**src/rtl/instr_line_buffer.sv**
```systemverilog
// instr_line_buffer: small FIFO of I-cache lines feeding up to FETCH_W
// consecutive instructions per cycle to decode, starting at a tracked word
// offset, with a fetch group allowed to span the head line and the next one.
//
// Ports:
//   clk_i, rst_n_i   clock, asynchronous active-low reset
//   line_valid_i     cache line offered
//   line_i           cache line data, word 0 in bits [ILEN-1:0]
//   line_ready_o     FIFO can accept a line (count < DEPTH, no pop bypass)
//   redirect_i       flush and restart the stream
//   redirect_off_i   word offset of the first instruction in the next line
//   instr_o          slot k in bits [ILEN*k +: ILEN], invalid slots are zero
//   instr_valid_o    contiguous per-slot valid mask from slot 0
//   instr_ready_i    consumer takes all valid slots this cycle
//   count_o          lines held
module instr_line_buffer #(
    parameter int LINE_LEN = 128,
    parameter int ILEN     = 32,
    parameter int FETCH_W  = 2,
    parameter int DEPTH    = 2,
    localparam int WORDS   = LINE_LEN / ILEN,
    localparam int OFF_W   = $clog2(WORDS),
    localparam int CNT_W   = $clog2(DEPTH + 1)
) (
    input  logic                    clk_i,
    input  logic                    rst_n_i,
    input  logic                    line_valid_i,
    input  logic [LINE_LEN-1:0]     line_i,
    output logic                    line_ready_o,
    input  logic                    redirect_i,
    input  logic [OFF_W-1:0]        redirect_off_i,
    output logic [FETCH_W*ILEN-1:0] instr_o,
    output logic [FETCH_W-1:0]      instr_valid_o,
    input  logic                    instr_ready_i,
    output logic [CNT_W-1:0]        count_o
);
    localparam int PTR_W = (DEPTH > 1) ? $clog2(DEPTH) : 1;
    // Wide enough for avail (up to 2*WORDS) and off+n (up to 2*WORDS-1).
    localparam int AW = OFF_W + 2;
    localparam logic [AW-1:0] WORDS_A = AW'(WORDS);
    localparam logic [AW-1:0] FETCH_A = AW'(FETCH_W);

    logic [LINE_LEN-1:0] mem [DEPTH];
    logic [PTR_W-1:0]    head, tail, head_nx, tail_nx;
    logic [CNT_W-1:0]    count;
    logic [OFF_W-1:0]    off;
    logic [AW-1:0]       avail, n, s;
    logic [ILEN-1:0]     hw [WORDS];
    logic [ILEN-1:0]     nw [WORDS];
    logic                push, cons, pop;

    assign head_nx = (head == PTR_W'(DEPTH - 1)) ? '0 : head + 1'b1;
    assign tail_nx = (tail == PTR_W'(DEPTH - 1)) ? '0 : tail + 1'b1;

    for (genvar w = 0; w < WORDS; w++) begin : g_word
        assign hw[w] = mem[head][w*ILEN +: ILEN];
        assign nw[w] = mem[head_nx][w*ILEN +: ILEN];
    end

    // Only the head line and the one behind it are ever visible.
    assign avail = ((count != '0) ? WORDS_A - AW'(off) : '0)
                 + ((count >= CNT_W'(2)) ? WORDS_A : '0);
    assign n     = (avail > FETCH_A) ? FETCH_A : avail;
    assign s     = AW'(off) + n;

    for (genvar k = 0; k < FETCH_W; k++) begin : g_slot
        logic [AW-1:0] idx, wi;
        assign idx = AW'(off) + AW'(k);
        assign wi  = (idx < WORDS_A) ? idx : idx - WORDS_A;
        assign instr_valid_o[k] = AW'(k) < avail;
        assign instr_o[k*ILEN +: ILEN] = !instr_valid_o[k] ? '0 :
                                         (idx < WORDS_A) ? hw[wi[OFF_W-1:0]] : nw[wi[OFF_W-1:0]];
    end

    assign line_ready_o = count < CNT_W'(DEPTH);
    assign count_o      = count;
    assign push         = line_valid_i & line_ready_o & ~redirect_i;
    assign cons         = instr_ready_i & |instr_valid_o & ~redirect_i;
    // FETCH_W <= WORDS, so one consume crosses at most one line boundary.
    assign pop          = cons & (s >= WORDS_A);

    always_ff @(posedge clk_i)
        if (push) mem[tail] <= line_i;

    always_ff @(posedge clk_i or negedge rst_n_i)
        if (!rst_n_i) begin
            head  <= '0;
            tail  <= '0;
            count <= '0;
            off   <= '0;
        end else if (redirect_i) begin
            head  <= '0;
            tail  <= '0;
            count <= '0;
            off   <= redirect_off_i;
        end else begin
            if (push) tail <= tail_nx;
            if (pop) head <= head_nx;
            count <= count + CNT_W'(push) - CNT_W'(pop);
            if (cons) off <= OFF_W'(pop ? s - WORDS_A : s);
        end
endmodule

```
**config.mk**
```make
export PLATFORM = sky130hd
export DESIGN_NAME = instr_line_buffer
export DESIGN_NICKNAME = d
export VERILOG_FILES = /design/src/rtl/instr_line_buffer.sv
export SDC_FILE = /design/constraint.sdc
export NUM_CORES = 1
export LEC_CHECK = 0
export CAP_MARGIN = 0
export CELL_PAD_IN_SITES_DETAIL_PLACEMENT = 1
export CELL_PAD_IN_SITES_GLOBAL_PLACEMENT = 1
export CORE_UTILIZATION = 43
export CTS_CLUSTER_DIAMETER = 30
export CTS_CLUSTER_SIZE = 14
export DETAILED_ROUTE_END_ITERATION = 8
export PLACE_DENSITY = 0.81
export SLEW_MARGIN = 20
export SYNTH_ARGS = -nofsm -noshare
export SYNTH_HDL_FRONTEND = slang
export SYNTH_SLANG_ARGS = --single-unit
```
**constraint.sdc**
```tcl
create_clock -name clk_i -period 11 [get_ports clk_i]
set_clock_uncertainty 0.05 [all_clocks]
set_input_delay 2.2 -clock clk_i [delete_from_list [all_inputs] [get_ports clk_i]]
set_output_delay 2.2 -clock clk_i [all_outputs]
set_load 0.005 [all_outputs]
```
== Yosys cells after proc, flatten, opt, wreduce, memory -nomap -nowiden ==
Memory sizes are Yosys's and may differ from the RTL's.
Cells that the tools add are included.

* Add/sub/neg operators: 11
* $lt $le $gt $ge: 10
* Multiplexer cells: 33
* Bitwise gates (word level): 8
* Reduce and logical (&&, ||, !) cells: 5

{| class="wikitable"
|+ Operators by type and width
! kind !! number
|-
| 32-bit two-way mux || 12
|-
| 32-bit binary-select mux with 2-bit select || 4
|-
| 2-bit two-way mux || 6
|-
| 1-bit by 4-bit less-than comparator with 1-bit output (first input constant) || 2
|-
| 1-bit two-way mux || 8
|-
| 4-bit two-way mux || 2
|-
| 2-bit nonzero test || 4
|-
| 3-bit greater-or-equal comparator (second input constant) || 2
|-
| 2-bit inverter with 3-bit output || 2
|-
| 2-bit by 1-bit subtractor with 2-bit output (second input constant) || 3
|-
| 1-bit bitwise AND || 5
|-
| 2-bit by 4-bit adder with 4-bit output || 1
|-
| 4-bit by 3-bit adder with 4-bit output || 1
|-
| 4-bit by 3-bit greater-or-equal comparator with 1-bit output (second input constant) || 1
|-
| 4-bit by 2-bit > comparator with 1-bit output (second input constant) || 1
|-
| 3-bit by 2-bit subtractor with 4-bit output (first input constant) || 1
|-
| 2-bit by 1-bit adder with 3-bit output (second input constant) || 1
|-
| 2-bit by 3-bit less-than comparator with 1-bit output (second input constant) || 1
|-
| 3-bit less-than comparator (second input constant) || 1
|-
| 3-bit two-way mux || 1
|-
| 1-bit adder (second input constant) || 2
|-
| 2-bit by 1-bit adder with 2-bit output || 1
|-
| 2-bit greater-or-equal comparator (second input constant) || 1
|-
| 2-bit less-than comparator (second input constant) || 1
|-
| other kinds (3) || 3
|}

* Register bits after elaboration: 6
* RAM bits: 256
* Input bits: 135
* Output and inout bits: 69
* Logic and storage cells: 72
* Memories: 1

{| class="wikitable"
|+ Memories
! name !! depth !! bits a word !! read ports !! clocked after Yosys merged registers in !! wr ports !! RTL line !! source
|-
| mem || 2 || 128 || 2 || 0 || 1 || 43 || <nowiki>logic [LINE_LEN-1:0] mem [DEPTH];</nowiki>
|}

== Depth between registers and ports, before layout ==
Gate-level depths: netlist of run 1.

* Word-level depth: 11
* Gate-level depth with buffers: 22
* Mapped depth without buffers: 19

== Least setup slack after synthesis of run 1 ==
No wires, ideal clock.

* Path type: input to register
* Start: in redirect_i
* End: mem mem[0][0], enable pin
* Library setup time: 0.617 ns
* Arrival time: 7.892 ns
* Required time: 10.333 ns
* Slack: 2.441 ns
* Cell stages on the path: 3
* Buffers on the path: 1
* Path through: clkbuf_1 nand2b_1 nor2_1

* Longest elaborated chain between the ends: 4

{| class="wikitable"
|+ RTL lines
! what !! RTL line !! source
|-
| start: declaration || 30 || <nowiki>input logic redirect_i,</nowiki>
|-
| 1-bit inverter || 77 || <nowiki>assign push = line_valid_i & line_ready_o & ~redirect_i;</nowiki>
|-
| 1-bit bitwise AND || 77 ||
|-
| 1-bit two-way mux || 83 || <nowiki>if (push) mem[tail] <= line_i;</nowiki>
|-
| 1-bit two-way mux (implied by the code) || 83 ||
|-
| end: declaration || 43 ||
|}

Every way passes these cells.

== Worst setup path in the final report of run 1 ==
* Start: reg off[1]
* End: out instr_o[36]

* Longest elaborated chain between the ends: 9
* Elaborated cells on any way between the ends: 17
* Those cells by class: add/sub: 4; order compare: 2; mux: 10; bitwise: 1

{| class="wikitable"
|+ RTL lines
! what !! RTL line !! source
|-
| start: declaration || 46 || <nowiki>logic [OFF_W-1:0] off;</nowiki>
|-
| start signal: assignment || 95 || <nowiki>off <= redirect_off_i;</nowiki>
|-
| start signal: assignment || 100 || <nowiki>if (cons) off <= OFF_W'(pop ? s - WORDS_A : s);</nowiki>
|-
| branches (longest 8 deep; another with 3-bit by 2-bit subtractor with 4-bit output) || n/a ||
|-
| 32-bit two-way mux (*) || 71 || <nowiki>assign instr_o[k*ILEN +: ILEN] = !instr_valid_o[k] ? '0 :</nowiki>
|-
| end: declaration || 32 || <nowiki>output logic [FETCH_W*ILEN-1:0] instr_o,</nowiki>
|}

Mark *: on every way between the ends. The select of a mux whose other input is x is not followed.

==> results of run 1 <==
==> final cells by class <==
| type | instances | share of cell area [%] |
|---|---|---|
| clock buffer | 59 | 8.47 |
| sequential | 262 | 47.8 |
| tap | 378 | 2.88 |
| multi-input combinational | 306 | 24.4 |
| clock inverter | 44 | 3.18 |
| inverter | 12 | 0.290 |
| timing repair buffer | 214 | 13.0 |
| antenna | 2 | 0.0305 |
==> layer usage <==
layer  part of all wire, %  vias up  wire [um]
li1                      -     3110          -
met1                    40     3818      12600
met2                    54      242      17000
met3                   4.8       51       1540
met4                   2.1        0        670
met5                     0        -          0
==> placed cells by master, fill, tap and decap left out, types with 2 or more instances in the layout <==
master           count
dfrtp_4              2
mux4_2             128
xnor2_1              3
clkinv_8             2
edfxtp_1           256
nor2b_1              3
clkdlybuf4s50_1    203
bufinv_16            9
clkinvlp_4          10
clkbuf_1             4
clkbuf_16           55
buf_4               10
diode_2              2
nor2_1               5
clkinv_1             7
mux2_2               2
nand2_1             68
dfrtp_1              3
inv_6                6
a21oi_1             33
a22o_1              32
clkinv_4             4
nor2_4               3
ha_1                 9
o21ai_0              5
clkinv_2             6
inv_1               11
==> where the power goes <==
| part | internal [mW] | leakage, nW | switching [mW] |
|---|---|---|---|
| logic | 0.357 | 2.11 | 0.301 |
| registers | 1.16 | 2.42 | 0.0409 |
| clock network | 1.13 | 0.903 | 0.543 |
| total | 2.65 | 5.43 | 0.885 |
==> worst min path at each step <==
stage / from / endpoint / slack, ns / cells after the start
2_1_floorplan: tail$_DFFE_PN0P_ / tail$_DFFE_PN0P_ / 0.48 / 2
3_3_place_gp: tail$_DFFE_PN0P_ / tail$_DFFE_PN0P_ / 0.56 / 2
3_5_place_dp: tail$_DFFE_PN0P_ / tail$_DFFE_PN0P_ / 0.58 / 2
4_1_cts: tail$_DFFE_PN0P_ / tail$_DFFE_PN0P_ / 0.59 / 2
5_1_grt: tail$_DFFE_PN0P_ / tail$_DFFE_PN0P_ / 0.62 / 2
6_report: tail$_DFFE_PN0P_ / tail$_DFFE_PN0P_ / 0.59 / 2
==> through the flow <==
step | utilization [%] | total power, mW | setup slack [ns]
floorplan | - | 1.59 | 2.44
global placement | 52.3 | 1.86 | 4.56
detailed placement | 52.3 | 1.88 | 4.52
CTS | 59.2 | 3.57 | 3.94
global route | 59.3 | 3.66 | 3.71
finish | 59.3 | 3.53 | 4.09
==> sequential cells by signal (all words and copies together), names as in the netlist <==
name and cells:
count_o 2, mem 256, head 1, tail 1, off 2
==> logic make-up after synthesis <==
group	after synthesis	synth area share [%]
buffers and inverters	60	2.48
xor gates and xnor gates	4	0.444
DFF	262	64.7
adders and majority gates	10	1.10
and+or+nand+nor	84	2.83
muxes	131	24.1
AOI/OAI and AO/OA	77	4.35
==> worst max-delay path, stage by stage (launching register included) <==
cell and delay (ns):
dfrtp_4 0.73, ha_1 0.34, xor2_4 0.77, buf_4 0.82
mux4_2 0.61, a22o_1 0.27, clkdlybuf4s50_1 0.46
==> results.sh, run 1 <==
export IMPL_status="completed"
export IMPL_clk_pin_slew_ns=0.05
export IMPL_cp_end_kind="output pin"
export IMPL_postCtsSetupRepairBufs=0
export IMPL_totalWireLength_um=31800
export IMPL_finalSetupViolations=0
export IMPL_nets=996
export IMPL_worstPathRequired_ns=8.75
export IMPL_synth_edff_count=256
export IMPL_synth_area_per_cell_um2=19.3
export IMPL_grt_use_total_pct=22.5
export IMPL_fmax_mhz=145
export IMPL_drtIter0Drc=450
export IMPL_worstMarginPinSlew_ns=1.02
export IMPL_r2r_cells=20
export IMPL_place_area_um2=14500
export IMPL_holdBufCountCts=0
export IMPL_whs_ns=0.587
export IMPL_synth_common_cells="edfxtp_1 (256), mux4_2 (128), nand2_1 (68)"
export IMPL_dp_cells=1172
export IMPL_cap_violations=0
export IMPL_synth_cells=628
export IMPL_cts_buffer_depth=3
export IMPL_globalRoute_totalOverflow=0
export IMPL_postLayoutCellArea_um2=16400
export IMPL_crit_type="reg2out"
export IMPL_yosysMostFrequentCell="edfxtp_1"
export IMPL_maxSlewViolCount=0
export IMPL_wl_per_cell_um=24.9
export IMPL_rsz0062_at_grt="false"
export IMPL_drtAntennaViolNets=0
export IMPL_route_detailed_drc=0
export IMPL_ys_seq_area_share_pct=64.7
export IMPL_ys_ff_latch=262
export IMPL_portBuffers=203
export IMPL_final_setup_tns_ns=0
export IMPL_async_flop_share_pct=2.29
export IMPL_min_path_type="reg2reg"
export IMPL_syn_to_final_growth_pct=35.6
export IMPL_clkLatencyLatePin_ns=0.53
export IMPL_relSlewSlack_pct=32.3
export IMPL_crit_path_start="off[1]$_DFFE_PN0P_"
export IMPL_crit_fanout=46
export IMPL_die_width_um=170
export IMPL_initial_core_util_pct=43.7
export IMPL_final_period_utilization_pct=62.8
export IMPL_ff2ff_setup_slack_ns=6.24
export IMPL_routed_via_density=5.65
export IMPL_synthesis_area_um2=12100
export IMPL_yosys_top_cells_area="edfxtp_1 (63%), mux4_2 (24%), a22o_1 (2.3%)"
export IMPL_grtUsageMet1_pct=28.7
export IMPL_die_area_um2=28800
export IMPL_post_route_min_period_ns=6.91
export IMPL_row_count=61
export IMPL_crit_end="instr_o[36]"
export IMPL_cts_max_level=2
export IMPL_pwr_density_cell_nw_per_um2=215
export IMPL_synth_cell_types=34
export IMPL_synth_warnings=0
export IMPL_core_um2=27700
export IMPL_cts_resized=0
export IMPL_die_h_um=170
export IMPL_irDropWorstVdd_mv=0.159
export IMPL_drtPass1Iterations=5
export IMPL_hold_viol_final=0
export IMPL_filler_cell_count=2411
export IMPL_grt_util_met2_pct=39.3
export IMPL_seqCellArea_um2=7850
export IMPL_cp_start_kind="flop"
export IMPL_cp_arrival_ns=4.66
export IMPL_place_congestion=0.734
export IMPL_cts_tree="done"
export IMPL_grt_pass1_vias=8102
export IMPL_drive_above_1_share_pct=27.1
export IMPL_post_dp_hpwl_um=19700
export IMPL_num_vias=7221
export IMPL_multiInputGateArea_um2=4010
export IMPL_clock_sinks=262
export IMPL_grt_util_met3_pct=3.53
export IMPL_antenna_found_initial=2
export IMPL_reg2reg_from="off[0]$_DFFE_PN0P_"
export IMPL_grt_max_degree=66
export IMPL_root_buffer="clkbuf_16"
export IMPL_io_pins=204
export IMPL_stdcell_count=1277
export IMPL_cts_made_buffers=55
export IMPL_grt_busiest_layer="met2"
export IMPL_grt_pass1_wl_um=48000
export IMPL_syn_nets=773
export IMPL_synthFlopType="edfxtp_1"
export IMPL_synth_largest_area_cell="edfxtp_1"
export IMPL_worstReg2RegEnd="count_o[1]$_DFF_PN0_"
export IMPL_leakagePower_nw=5.43
export IMPL_synth_top_area_share_pct=63.5
Power figures use the tool's default switching activity.
==> run 2, diff against run 1 <==
==> constraint.sdc (replaced) <==
create_clock -name clk_i -period 6.5 [get_ports clk_i]
set_clock_uncertainty 0.05 [all_clocks]
set_input_delay 1.3 -clock clk_i [delete_from_list [all_inputs] [get_ports clk_i]]
set_output_delay 1.3 -clock clk_i [all_outputs]
set_load 0.005 [all_outputs]
==> run 2 against run 1 <==
  * Wire length is 2.8% higher
  * First-iteration DRC count is 15% higher
  * Power is 75% higher
  * Critical path depth is 2 higher
  * Count of clock-buffer cells in the layout is 9 higher
  * Sequential share of layout area is 0.41 points lower
  * Non-clock buffer count is 1 higher
  * Critical path type unchanged
  * Largest cell class unchanged
  * Largest power group unchanged
  * Highest routed layer unchanged
==> results.sh, run 2 (synthesis results as in run 1) <==
export IMPL_filler_cell_count=2433
export IMPL_cap_violations=0
export IMPL_portBuffers=203
export IMPL_hold_viol_final=0
export IMPL_drtAntennaViolNets=0
export IMPL_cpMostUsedCell="ha_1"
export IMPL_grt_pass1_vias=8065
export IMPL_routed_via_density=5.64
export IMPL_die_area_um2=28800
export IMPL_crit_type="reg2out"
export IMPL_post_route_min_period_ns=5.40
export IMPL_irDropWorstVdd_mv=0.196
export IMPL_cp_arrival_ns=4.05
export IMPL_worstMarginPinSlew_ns=1.06
export IMPL_globalRoute_totalOverflow=0
export IMPL_rsz0062_at_grt="false"
export IMPL_syn_to_final_growth_pct=36.8
export IMPL_layout_common_cells="edfxtp_1 (256), clkdlybuf4s50_1 (203), mux4_2 (128)"
export IMPL_crit_slowest_cell="a21boi_4"
export IMPL_cts_tree="done"
export IMPL_maxSlewViolCount=0
export IMPL_final_period_utilization_pct=83.1
export IMPL_num_vias=7275
export IMPL_crit_fanout=48
export IMPL_grt_max_degree=69
export IMPL_drive_above_1_share_pct=27.2
export IMPL_clk_pin_slew_ns=0.04
export IMPL_worstPathCellList="inv_4, ha_1, o21ai_0, ha_1, a21boi_4, buf_4, a22o_1, clkdlybuf4s50_1"
export IMPL_status="completed"
export IMPL_largest_reg_flops=256
export IMPL_pre_cts_ws_ns=1.69
export IMPL_antenna_found_initial=4
export IMPL_cp_start_kind="flop"
export IMPL_initial_core_util_pct=43.7
export IMPL_top_register="mem"
export IMPL_min_path_cells=2
export IMPL_leakagePower_nw=5.52
export IMPL_grt_use_total_pct=22.8
export IMPL_fmax_mhz=185
export IMPL_holdBufCountCts=0
export IMPL_cp_end_kind="output pin"
export IMPL_drtIter0Drc=516
export IMPL_clkLatencyLatePin_ns=0.55
export IMPL_relSlewSlack_pct=29.3
export IMPL_worstPathRequired_ns=5.15
export IMPL_grt_pass1_wl_um=48100
export IMPL_min_path_type="reg2reg"
export IMPL_die_h_um=170
export IMPL_root_buffer="clkbuf_16"
export IMPL_cts_made_buffers=59
export IMPL_wl_per_cell_um=25.4
export IMPL_reg2reg_from="off[0]$_DFFE_PN0P_"
export IMPL_cts_resized=0
export IMPL_finalSetupViolations=0
export IMPL_drtPass1Iterations=5
export IMPL_clock_sinks=262
export IMPL_row_count=61
export IMPL_holdPathEnd="tail$_DFFE_PN0P_"
export IMPL_dp_cells=1173
export IMPL_crit_path_start="off[0]$_DFFE_PN0P_"
export IMPL_post_dp_hpwl_um=19800
export IMPL_cts_buffer_depth=3
export IMPL_totalWireLength_um=32700
export IMPL_die_width_um=170
export IMPL_postCtsSetupRepairBufs=0
export IMPL_final_common_cell="edfxtp_1"
export IMPL_io_pins=204
export IMPL_core_um2=27700
export IMPL_ff2ff_setup_slack_ns=1.95
export IMPL_stdcell_count=1289
export IMPL_crit_path_max_incr_delay_ns=0.74
export IMPL_final_core_util_pct=59.8
export IMPL_nets=1001
export IMPL_hold_start="tail$_DFFE_PN0P_"
export IMPL_place_congestion=0.781
export IMPL_pwr_density_cell_nw_per_um2=373
export IMPL_worstReg2RegEnd="count_o[1]$_DFF_PN0_"
export IMPL_r2r_cells=19
export IMPL_route_detailed_drc=0
export IMPL_worst_slack_ns=1.10
export IMPL_cts_max_level=2
[run 2: metrics by stage]
| stage | power, mW | TNS (ns) | area (um^2) | hold slack [ns] |
|---|---|---|---|---|
| 3_5_place_dp | 3.19 | 0 | 14500 | 0.581 |
| 2_1_floorplan | 2.70 | -296.60 | 12100 | 0.482 |
| 6_report | 6.17 | 0 | 16600 | 0.586 |
| 4_1_cts | 6.22 | 0 | 16500 | 0.594 |
| 3_3_place_gp | 3.16 | 0 | 14500 | 0.557 |
| 5_1_grt | 6.37 | 0 | 16600 | 0.610 |
[run 2: power breakdown]
group | total (mW) | internal, mW | switching [mW] | leakage (nW)
registers | 2.02 | 1.97 | 0.0588 | 2.42
logic | 1.14 | 0.608 | 0.535 | 2.11
clock network | 3.01 | 2.06 | 0.945 | 0.983
[run 2: how the worst max path moves through the flow]
stage / end / slack, ns
2_1_floorplan: mem[0][0]$_DFFE_PP_ / -1.16
3_3_place_gp: instr_o[44] / 1.82
3_5_place_dp: instr_o[41] / 1.69
4_1_cts: instr_o[35] / 1.05
5_1_grt: instr_o[39] / 0.91
6_report: instr_o[35] / 1.10
[run 2: metal layers]
layer / part of all wire, % / wire [um] / track usage (%)
met5: 0 / 0 / 0
met4: 3.7 / 1200 / 11.0
met3: 5.6 / 1830 / 4.05
met2: 52 / 17100 / 39.6
met1: 39 / 12600 / 27.7
[run 2: cell type report]
| class | instances | area, um^2 | area share [%] |
|---|---|---|---|
| flip-flops and latches | 262 | 7850 | 47.4 |
| multi-input cells | 306 | 4010 | 24.2 |
| repair buffers | 215 | 2130 | 12.9 |
| clock buffers | 68 | 1550 | 9.38 |
| clock inverters | 43 | 488 | 2.95 |
| well taps | 378 | 473 | 2.86 |
| inverters | 12 | 47.5 | 0.287 |
| diodes | 5 | 12.5 | 0.0756 |
[run 2: critical path, delay by kind of cell, from the launching register on]
kind,cells,cell delay [ns]
buf+inv,3,1.35
compound gates,3,1.08
fa+ha+maj,2,0.62
flops,1,0.42
==> run 3, diff against run 2 <==
--- a/config.mk
+++ b/config.mk
@@ -8,7 +8,7 @@
 export CAP_MARGIN = 0
 export CELL_PAD_IN_SITES_DETAIL_PLACEMENT = 1
 export CELL_PAD_IN_SITES_GLOBAL_PLACEMENT = 1
-export CORE_UTILIZATION = 43
+export CORE_UTILIZATION = 41
 export CTS_CLUSTER_DIAMETER = 30
 export CTS_CLUSTER_SIZE = 14
 export DETAILED_ROUTE_END_ITERATION = 8
==> constraint.sdc (replaced) <==
create_clock -name clk_i -period 4.8 [get_ports clk_i]
set_clock_uncertainty 0.05 [all_clocks]
set_input_delay 0.96 -clock clk_i [delete_from_list [all_inputs] [get_ports clk_i]]
set_output_delay 0.96 -clock clk_i [all_outputs]
set_load 0.005 [all_outputs]
==> run 3 against run 2 <==
  * Global-route usage fell by 0.92 points
  * Count of clock-buffer cells in the layout fell by 5
  * Largest power group unchanged
  * Critical path type unchanged
  * Cell area rose by 0.42%
  * Wire length fell by 1.6%
==> results.sh, run 3 (synthesis results as in run 1) <==
export IMPL_cts_resized=0
export IMPL_irDropWorstVdd_mv=0.327
export IMPL_largest_reg_flops=256
export IMPL_postLayoutCellArea_um2=16600
export IMPL_relSlewSlack_pct=32.1
export IMPL_p_sw_share_pct=25.7
export IMPL_final_common_cell="edfxtp_1"
export IMPL_row_count=62
export IMPL_cts_buffer_depth=3
export IMPL_whs_ns=0.606
export IMPL_die_width_um=174
export IMPL_post_route_min_period_ns=4.48
export IMPL_seqPwrFrac_pct=33.0
export IMPL_cap_violations=0
export IMPL_intPower_mw=6.13
export IMPL_drive_above_1_share_pct=28.1
export IMPL_cp_start_kind="flop"
export IMPL_top_layer="met5"
export IMPL_cp_end_kind="output pin"
export IMPL_crit_path_max_incr_delay_ns=0.73
export IMPL_multiInputGateArea_um2=4010
export IMPL_drtIter0Drc=435
export IMPL_fmax_mhz=223
export IMPL_pre_cts_ws_ns=0.608
export IMPL_place_area_um2=14600
export IMPL_clock_sinks=262
export IMPL_final_period_utilization_pct=93.3
export IMPL_io_pins=204
export IMPL_die_area_um2=30200
export IMPL_pwr_density_cell_nw_per_um2=496
export IMPL_layout_common_cells="edfxtp_1 (256), clkdlybuf4s50_1 (203), mux4_2 (128)"
export IMPL_top_register="mem"
export IMPL_holdBufCountCts=0
export IMPL_root_buffer="clkbuf_16"
export IMPL_maxSlewViolCount=0
export IMPL_routed_via_density=5.57
export IMPL_power_switching_mw=2.12
export IMPL_core_um2=28900
export IMPL_cp_top_family="buffers and inverters"
export IMPL_m1WireLength_um=12700
export IMPL_globalRoute_totalOverflow=0
export IMPL_filler_cell_count=2571
export IMPL_grt_max_degree=79
export IMPL_hold_viol_final=0
export IMPL_clkLatencyLatePin_ns=0.56
export IMPL_critPathBufInv=4
export IMPL_portBuffers=203
export IMPL_leakagePower_nw=5.53
export IMPL_ff2ff_setup_slack_ns=0.57
export IMPL_grt_pass1_vias=8382
export IMPL_cts_max_level=2
export IMPL_place_congestion=0.752
export IMPL_crit_slowest_cell="buf_4"
export IMPL_cpMostUsedCell="buf_4"
export IMPL_crit_type="reg2out"
export IMPL_met2_length_um=17000
export IMPL_postCtsSetupRepairBufs=0
export IMPL_seqCellArea_um2=7850
export IMPL_cts_tree="done"
export IMPL_grt_pass1_wl_um=49700
export IMPL_finalSetupViolations=0
export IMPL_worstPathRequired_ns=3.79
export IMPL_totalWireLength_um=32200
export IMPL_num_vias=7240
export IMPL_initial_core_util_pct=42.0
export IMPL_status="completed"
export IMPL_worstPathCellList="inv_4, buf_4, buf_4, mux4_2, a22o_1, clkdlybuf4s50_1"
export IMPL_post_dp_hpwl_um=19800
export IMPL_worst_slack_ns=0.320
export IMPL_drtAntennaViolNets=0
export IMPL_wl_met3_um=1680
export IMPL_grt_use_total_pct=21.9
export IMPL_nets=1006
export IMPL_clk_pin_slew_ns=0.04
export IMPL_clock_power_share_pct=48.0
export IMPL_drtPass1Iterations=5
export IMPL_worstMarginPinSlew_ns=1.02
export IMPL_die_h_um=174
export IMPL_antenna_found_initial=7
export IMPL_wl_per_cell_um=24.8
export IMPL_route_detailed_drc=0
export IMPL_cts_made_buffers=58
export IMPL_pwr_share_comb_pct=19.0
export IMPL_cp_arrival_ns=3.47
export IMPL_crit_fanout=57
export IMPL_min_path_type="reg2reg"
export IMPL_rsz0062_at_grt="false"
export IMPL_syn_to_final_growth_pct=37.3
-- run 3: changes by cell type in the layout (fill, tap and decap cells not counted), sizes merged --
cell      previous run  this run
inv                 17        19
clkinv              23        25
clkinvlp             6         8
buf                 12        18
clkbuf              68        63
bufinv               9         7
-- run 3: final timing paths --
check,start,endpoint,cells after the start
setup / recovery,off[0]$_DFFE_PN0P_,instr_o[63],6
hold reg to reg,tail$_DFFE_PN0P_,tail$_DFFE_PN0P_,2
max in group asynchronous,rst_n_i,head$_DFFE_PN0P_,1
hold / removal,tail$_DFFE_PN0P_,tail$_DFFE_PN0P_,2
min in group asynchronous,rst_n_i,off[1]$_DFFE_PN0P_,1
setup reg to reg,off[1]$_DFFE_PN0P_,count_o[1]$_DFF_PN0_,20
-- run 3: area by class of cell --
class | count | area share (%)
flip-flops and latches | 262 | 47.2
diodes | 5 | 0.0752
multi-input cells | 306 | 24.1
clock buffers | 63 | 8.90
well taps | 384 | 2.89
clock inverters | 47 | 3.25
repair buffers | 221 | 13.3
inverters | 12 | 0.286
-- run 3: worst register-to-register path, stage by stage (launching register included) --
cell	delay (ns)
dfrtp_4	0.48
inv_1	0.12
ha_1	0.16
o21ai_0	0.16
ha_1	0.25
buf_4	0.17
o211a_1	0.16
nor4_1	0.20
ha_1	0.23
inv_1	0.06
fa_1	0.40
and3b_1	0.25
a32oi_1	0.11
o2111ai_1	0.30
nor2_1	0.09
ha_1	0.29
inv_1	0.04
ha_1	0.18
xnor2_1	0.19
xnor2_1	0.16
nor2_1	0.06
-- run 3: metrics by stage --
| stage | util [%] | total power [mW] | instances | setup TNS, ns |
|---|---|---|---|---|
| 2_1_floorplan | - | 3.64 | 628 | -95.83 |
| 3_3_place_gp | 50.6 | 4.30 | 1185 | 0 |
| 3_5_place_dp | 50.6 | 4.34 | 1185 | 0 |
| 4_1_cts | 57.6 | 8.34 | 1295 | 0 |
| 5_1_grt | 57.6 | 8.53 | 1300 | 0 |
| 6_report | 57.6 | 8.25 | 1300 | 0 |
-- run 3: per-layer routing --
metal  vias to the layer above  global-route usage [%]
met5                         -                       0
met4                         4                    8.22
met3                        51                    4.36
met2                       260                    38.6
met1                      3800                    26.6
li1                       3125                       -
-- run 3: power by group through the flow --
stage               clock network, mW  registers [mW]  logic (mW)
floorplan                           0            2.74       0.901
global placement                    0            2.75        1.55
detailed placement                  0            2.76        1.58
CTS                              4.01            2.72        1.60
global route                     4.12            2.73        1.68
finish                           3.96            2.72        1.57
